**src/rtl/audio_fifo.sv**
```systemverilog
`default_nettype none
// ============================================================================
// Module   : audio_fifo
// Purpose  : Stereo sample FIFO with sample-rate tick pacer feeding audio_dac.
//            Optional underrun counter enabled by defining AUDIO_FIFO_STATS_EN.
// Revision : 1.0 - initial release
// ============================================================================
module audio_fifo #(
    parameter int DEPTH  = 64,
    parameter int ADDR_W = 6,
    parameter int DIV_W  = 16
) (
    input  logic              clk_i,
    input  logic              rst_i,
    input  logic              inport_tvalid_i,
    input  logic [31:0]       inport_tdata_i,
    output logic              inport_tready_o,
    output logic              outport_tvalid_o,
    output logic [31:0]       outport_tdata_o,
    output logic [3:0]        outport_tstrb_o,
    output logic [3:0]        outport_tdest_o,
    output logic              outport_tlast_o,
    input  logic              outport_tready_i,
    output logic              sample_tick_o,
    input  logic              cfg_enable_i,
    input  logic [DIV_W-1:0]  cfg_div_i,
    input  logic [ADDR_W:0]   cfg_thresh_i,
    input  logic              flush_i,
    output logic [ADDR_W:0]   level_o,
    output logic              low_irq_o,
    output logic              underrun_o
`ifdef AUDIO_FIFO_STATS_EN
    ,
    output logic [15:0]       underrun_cnt_o
`endif
);

    localparam logic [ADDR_W:0]   c_level_full = (ADDR_W+1)'(DEPTH);
    localparam logic [ADDR_W:0]   c_level_one  = (ADDR_W+1)'(1);
    localparam logic [ADDR_W-1:0] c_ptr_one    = ADDR_W'(1);
    localparam logic [DIV_W-1:0]  c_div_one    = DIV_W'(1);
    localparam logic [DIV_W-1:0]  c_div_min    = DIV_W'(2);

    logic [31:0]       r_mem [DEPTH];
    logic [ADDR_W-1:0] r_wr_ptr;
    logic [ADDR_W-1:0] r_rd_ptr;
    logic [ADDR_W:0]   r_level;
    logic [DIV_W-1:0]  r_div_cnt;
    logic              r_tick;
    logic              r_underrun;
    logic              r_low_irq;

    logic              w_push;
    logic              w_pop;
    logic [DIV_W-1:0]  w_div_eff;
    logic              w_div_last;

    assign inport_tready_o  = (r_level != c_level_full) && !flush_i;
    assign outport_tvalid_o = (r_level != '0);
    assign w_push           = inport_tvalid_i && inport_tready_o;
    assign w_pop            = outport_tready_i && outport_tvalid_o;

    // Head is gated so stale storage never appears on the bus while empty.
    assign outport_tdata_o  = outport_tvalid_o ? r_mem[r_rd_ptr] : '0;
    assign outport_tstrb_o  = 4'hF;
    assign outport_tdest_o  = 4'h0;
    assign outport_tlast_o  = 1'b1;

    assign level_o          = r_level;
    assign low_irq_o        = r_low_irq;
    assign sample_tick_o    = r_tick;
    assign underrun_o       = r_underrun;

    assign w_div_eff  = (cfg_div_i < c_div_min) ? c_div_min : cfg_div_i;
    // >= rather than == so a divider shrunk below the current count still wraps.
    assign w_div_last = (r_div_cnt >= (w_div_eff - c_div_one));

    always_ff @(posedge clk_i) begin
        if (w_push) begin
            r_mem[r_wr_ptr] <= inport_tdata_i;
        end
    end

    always_ff @(posedge clk_i or negedge rst_i) begin
        if (!rst_i) begin
            r_wr_ptr  <= '0;
            r_rd_ptr  <= '0;
            r_level   <= '0;
            r_low_irq <= 1'b0;
        end else begin
            r_low_irq <= (r_level <= cfg_thresh_i);
            if (flush_i) begin
                r_wr_ptr <= '0;
                r_rd_ptr <= '0;
                r_level  <= '0;
            end else begin
                if (w_push) begin
                    r_wr_ptr <= r_wr_ptr + c_ptr_one;
                end
                if (w_pop) begin
                    r_rd_ptr <= r_rd_ptr + c_ptr_one;
                end
                if (w_push && !w_pop) begin
                    r_level <= r_level + c_level_one;
                end else if (!w_push && w_pop) begin
                    r_level <= r_level - c_level_one;
                end
            end
        end
    end

    always_ff @(posedge clk_i or negedge rst_i) begin
        if (!rst_i) begin
            r_div_cnt <= '0;
            r_tick    <= 1'b0;
        end else if (!cfg_enable_i) begin
            r_div_cnt <= '0;
            r_tick    <= 1'b0;
        end else if (w_div_last) begin
            r_div_cnt <= '0;
            r_tick    <= 1'b1;
        end else begin
            r_div_cnt <= r_div_cnt + c_div_one;
            r_tick    <= 1'b0;
        end
    end

    always_ff @(posedge clk_i or negedge rst_i) begin
        if (!rst_i) begin
            r_underrun <= 1'b0;
        end else begin
            r_underrun <= r_tick && (r_level == '0);
        end
    end

`ifdef AUDIO_FIFO_STATS_EN
    logic [15:0] r_underrun_cnt;

    always_ff @(posedge clk_i or negedge rst_i) begin
        if (!rst_i) begin
            r_underrun_cnt <= '0;
        end else if (flush_i) begin
            r_underrun_cnt <= '0;
        end else if (r_underrun && (r_underrun_cnt != 16'hFFFF)) begin
            r_underrun_cnt <= r_underrun_cnt + 16'd1;
        end
    end

    assign underrun_cnt_o = r_underrun_cnt;
`endif

endmodule
`default_nettype wire

```
**config.mk**
```make
export PLATFORM = sky130hd
export DESIGN_NAME = audio_fifo
export DESIGN_NICKNAME = d
export VERILOG_FILES = /design/src/rtl/audio_fifo.sv
export SDC_FILE = /design/constraint.sdc
export NUM_CORES = 2
export LEC_CHECK = 0
export BUFFER_PORTS_ARGS = -buffer_cell sky130_fd_sc_hd__buf_2
export CAP_MARGIN = 20
export CORE_MARGIN = 2
export CORE_UTILIZATION = 45
export CTS_CLUSTER_SIZE = 14
export DETAILED_ROUTE_END_ITERATION = 10
export HOLD_SLACK_MARGIN = 0.1
export PLACE_DENSITY_LB_ADDON = 0.15
export SETUP_SLACK_MARGIN = 0.5
export SYNTH_ARGS = -nofsm -noshare
export SYNTH_HDL_FRONTEND = slang
export SYNTH_SLANG_ARGS = --single-unit
```
**constraint.sdc**
```tcl
create_clock -name clk_i -period 10.8 [get_ports clk_i]
set_clock_uncertainty 0.2 [all_clocks]
set_input_delay 0 -clock clk_i [delete_from_list [all_inputs] [get_ports clk_i]]
set_output_delay 0 -clock clk_i [all_outputs]
set_load 0.01 [all_outputs]
```
Yosys cells after proc, flatten, opt, wreduce, memory -nomap -nowiden:

Memories as Yosys holds them, arrays and structs flattened.
Index checks and enable logic that the tools add are counted.

* flip-flop bits (word level): 38
* RAM bits: 2048
* input bits: 61
* output and inout port bits: 53
* logic and storage cells: 47
* memories kept: 1

* $add $sub $neg: 6
* order comparisons: 3
* equal/unequal tests: 1
* muxes and demuxes: 15
* reductions and logical operators: 14

Memory list
* r_mem: words 64, width 32, read ports 1, clocked after memory_dff 0, write ports 1, RTL line 44 `logic [31:0] r_mem [DEPTH];`

Operator list (count)
* $mux 16: 3
* $mux 32: 1
* $mux 6: 4
* $mux 7: 3
* $add 16x1->16 const B: 1
* $ge 16x16->1: 1
* $lt 16x2->1 const B: 1
* $sub 16x1->16 const B: 1
* $add 6x1->6 const B: 2
* $add 7x1->7 const B: 1
* $le 7x7->1: 1
* $logic_not 7->1: 1
* $ne 7x7->1 const B: 1
* $reduce_bool 7->1: 1
* $sub 7x1->7 const B: 1
* $logic_and 1x1->1: 6
* $mux 1: 4
* $reduce_bool 2->1: 2
* $logic_not 1->1: 3
* $reduce_bool 3->1: 1

Logic depth before layout (Yosys ltp):

* depth after elaboration: 8
* mapped depth: 19
* mapped depth without buffers: 18

Worst setup path before layout:

OpenSTA, ideal clock, no wires.

* kind: input to register
* start: input cfg_div_i[12]
* end: register r_div_cnt[10]
* setup time: 0.132 ns
* arrival time: 3.593 ns
* required time: 10.468 ns
* setup slack: 6.876 ns
* cell stages on the path: 17
* buffers on the path: 1
* cell sequence: nor4_1 > nand4_1 > o21ai_0 > ha_1 > nand2b_1 > nor4_1 > nand2_1 > nor4_1 > nand2_1 > xor2_1 > ha_1 > nand4_1 > a2111oi_0 > inv_1 > o211ai_1 > clkbuf_1 > nor2_1

* longest elaborated chain between the ends: 6

Ends and longest elaborated chain
* from (decl): RTL line 26 `input logic [DIV_W-1:0] cfg_div_i,`
* $lt 16x2->1: RTL line 74 `assign w_div_eff = (cfg_div_i < c_div_min) ? c_div_min : cfg_div_i;`
* $mux 16 (*): RTL line 74
* $sub 16x1->16 (*): RTL line 76 `assign w_div_last = (r_div_cnt >= (w_div_eff - c_div_one));`
* $ge 16x16->1 (*): RTL line 76
* $mux 16 (*): RTL line 119 `end else if (w_div_last) begin`
* $mux 16 (*): RTL line 116 `end else if (!cfg_enable_i) begin`
* to (signal assigned): RTL line 123 `r_div_cnt <= r_div_cnt + c_div_one;`
* to (decl): RTL line 48 `logic [DIV_W-1:0] r_div_cnt;`

Every way passes the cells marked *; elsewhere a longest branch is shown, timed or not.
A chain may end at the register's enable or synchronous reset.

Worst setup path after layout:

* start: register r_rd_ptr[1]
* end: output outport_tdata_o[22]

* longest elaborated chain between the ends: 2

Ends and longest elaborated chain
* from (decl): RTL line 46 `logic [ADDR_W-1:0] r_rd_ptr;`
* from (signal assigned): RTL line 101 `r_rd_ptr <= r_rd_ptr + c_ptr_one;`
* $mem_v2 64x32
* $mux 32: RTL line 64 `assign outport_tdata_o = outport_tvalid_o ? r_mem[r_rd_ptr] : '0;`
* to (decl): RTL line 19 `output logic [31:0] outport_tdata_o,`

Every way passes these cells.

==> key figures <==
Run status
  – Status: complete, no violations

Final layout
  – Multi-input gate area: between 15000 and 20000 um2
  – Fillers: ~14000
  – Share of cells above drive strength 1: 0.255
  – Register area: 62500 um2
  – Layout Nets: about 4200
  – Layout overhead on the synthesized area: 14.2%

STA
  – Worst-margin pin slew: around 1.2 ns
  – Final hold viol count: 0
  – Slew Viols, Final: 0
  – Final setup fails: 0
  – Max Clk Rate: about 170 MHz
  – Relative slew slack: 0.194
  – Final Hold Slack: 0.122 ns
  – Post-route clock period utilization: 0.534
  – TNS Setup: 0 ns
  – RSZ-0062 raised after global routing: no
  – Minimum clock period: about 5.8 ns

Die
  – Initial Utilization: 0.454
  – Rows: around 160
  – Num ports: 114
  – Die W: 429 um
  – Core ar.: approximately 180000 um2
  – Die area: between 150000 and 200000 um2
  – DIE HEIGHT: 429 um

CTS
  – Post-CTS Setup Bufs: 0
  – Worst skew pair latency: approximately 0.85 ns
  – Clock Sinks: 2086
  – CTS tree: yes
  – Root Driver: clkbuf_16
  – CTS Buf Count: 210
  – H-Tree Depth: 4
  – Hold buffer count at cts: 69
  – Worst-path clk slew: 0.06 ns
  – CTS resizes: 0
  – Clock Tree Buf Depth: 3

Pwr
  – Logic pwr share: 0.185
  – Sequential share of power: 0.457
  – Maximum vdd drop: between 150 and 200 uV
  – Sw power: roughly 5000 uW
  – Internal power: around 15000 uW
  – P per Cell Area: 213 nW/um2
  – Net Sw Frac: 0.260
  – Lkg Pwr: around 0.029 uW
  – Clk pwr share: 0.358

Global routing
  – Initial antenna violation count: 5
  – First-pass GRT wire length: 306000 um
  – Gr ovfl total: 0
  – Number of global-route vias before repair: roughly 40000
  – Largest net degree at the start of global routing: 129
  – GRT Total Usage: 0.236

Drt
  – # DRC: 0
  – DRT Pass-1 Iters: 5
  – Final wirelength: ~220000 um
  – Final antenna-violating net count: 0
  – WL per Instance: between 30 and 40 um
  – Vias: between 40000 and 50000
  – Iteration-0 DRC Markers: roughly 4800
  – Vias per inst: just over 6

Critical path
  – Arr. time, crit path: around 5.6 ns
  – Crit path capture type: output port
  – Worst EP required: around 11 ns
  – Crit-path max FO: 128
  – CP Launch Type: flop
  – Kind of critical path: flop to output port

Worst hold path
  – HP Class: input port to flop

Synth
  – Sequential element share of the synthesized area: 0.769
  – Avg Inst Size Synth: 21.5 um2
  – Synth async-reset ratio: 0.0182
  – Synth Flop Type: edfxtp_1
  – Post-Synthesis Cells: roughly 3800
  – Yosys cell types: just over 70
  – Synth warn: 0
  – Number of synthesized flops with an enable pin: 2048
  – Mapped Area: about 81000 um2
  – Register bit total from synthesis: between 2000 and 2500

Job
  – Max_cap viols: 0

Place
  – Gpl congestion: approximately 0.78
  – Dpl hpwl: approximately 120000 um
  – I/O Buffers: 104
[placed cells by master (no fill, tap or decap), types with 24 or more instances in the layout]
master	instances
o221ai_1	52
clkbuf_1	67
o22ai_1	32
nand2_1	98
mux4_2	452
buf_4	132
a22oi_1	25
nor2_4	66
o21ai_0	24
clkinv_2	29
dlygate4sd3_1	73
a221oi_1	60
a21oi_1	53
clkinv_1	44
ha_1	32
clkbuf_16	211
nor2_1	106
buf_2	104
edfxtp_1	2048
mux2i_1	197
dfrtp_1	33
[per-stage QoR]
stage	std cells	setup WS, ns	util	power (uW)	area [um2]
2_1_floorplan	3786	6.88	-	11900	81200
3_3_place_gp	6173	5.52	0.476	12800	85000
3_5_place_dp	6179	5.80	0.476	12800	85100
4_1_cts	6635	4.99	0.517	19900	92500
5_1_grt	6648	4.90	0.519	20400	92700
6_report	6650	5.04	0.519	19700	92700
[critical path: stages, from the launching register on]
cell       delay (ns)
dfrtp_4          0.83
buf_12           0.64
buf_12           0.55
mux4_2           0.35
nand2_1          0.08
nand2_1          0.11
a221oi_1         0.11
a2111oi_0        1.06
buf_4            0.30
a21o_1           0.13
buf_2            0.14
[power groups by stage]
stage               logic, uW  clock network [uW]  registers, uW
detailed placement       3660                   0           9190
global route             3900                7490           9010
finish                   3660                7060           9010
global placement         3650                   0           9190
CTS                      3710                7180           9010
floorplan                2740                   0           9140
[flip-flops by register name (all words and copies together) (netlist names)]
name           cells
level_o            7
r_rd_ptr           6
r_mem           2048
sample_tick_o      1
low_irq_o          1
underrun_o         1
r_div_cnt         16
r_wr_ptr           6
[cell usage after synthesis, types with 14 or more instances]
cell type | count | area share
edfxtp_1 | 2048 | 0.76
mux4_2 | 452 | 0.13
mux2i_1 | 197 | 0.024
nor2_1 | 173 | 0.0080
nand2_1 | 98 | 0.0045
clkbuf_1 | 72 | 0.0033
a221oi_1 | 60 | 0.0065
buf_2 | 56 | 0.0035
a21oi_1 | 53 | 0.0033
o221ai_1 | 52 | 0.0056
dfrtp_1 | 38 | 0.012
ha_1 | 32 | 0.0049
o22ai_1 | 32 | 0.0025
buf_6 | 30 | 0.0042
buf_4 | 26 | 0.0024
a22oi_1 | 25 | 0.0023
o21ai_0 | 24 | 0.0015
nand3_1 | 23 | 0.0014
nor3_1 | 21 | 0.0013
xor2_1 | 20 | 0.0022
o21ai_1 | 19 | 0.0012
a22o_1 | 16 | 0.0017
inv_1 | 16 | 0.00074
xnor2_1 | 15 | 0.0016
buf_1 | 14 | 0.00065
nor2b_1 | 14 | 0.0011
[cells by family after synthesis]
group | share of synthesized area
compound gates | 0.0331
xor+xnor | 0.00398
fa+ha+maj | 0.00518
buf+inv | 0.0172
flops | 0.769
mux | 0.150
other cells | 0.0000925
simple gates | 0.0212
[final cells by class]
cell class / count / share of cell area
flip-flops and latches: 2086 / 0.674
multi-input cells: 1472 / 0.193
clock buffers: 279 / 0.0597
well taps: 2355 / 0.0318
repair buffers: 330 / 0.0289
clock inverters: 108 / 0.0122
inverters: 18 / 0.000783
diodes: 2 / 0.0000540
[routing by layer]
layer	track usage	wire [um]
met1	0.339	93400
met4	0.0861	7790
met2	0.364	102000
met5	0	9
met3	0.0430	15000
[path summary, 6_finish.rpt]
check / depth (start not counted) / start / to / slack [ns]
worst max-delay path: 10 / r_rd_ptr[1] / outport_tdata_o[22] / 5.04
worst min-delay path: 2 / inport_tdata_i[11] / r_mem[3][11] / 0.12
worst max register to register: 7 / level_o[4] / r_mem[54][6] / 6.46
worst min register to register: 1 / sample_tick_o / underrun_o / 0.31
max in group asynchronous: 5 / rst_i / r_rd_ptr[2] / 9.54
min in group asynchronous: 5 / rst_i / low_irq_o / 0.61
Note: power is estimated with default switching activity, not from simulation.
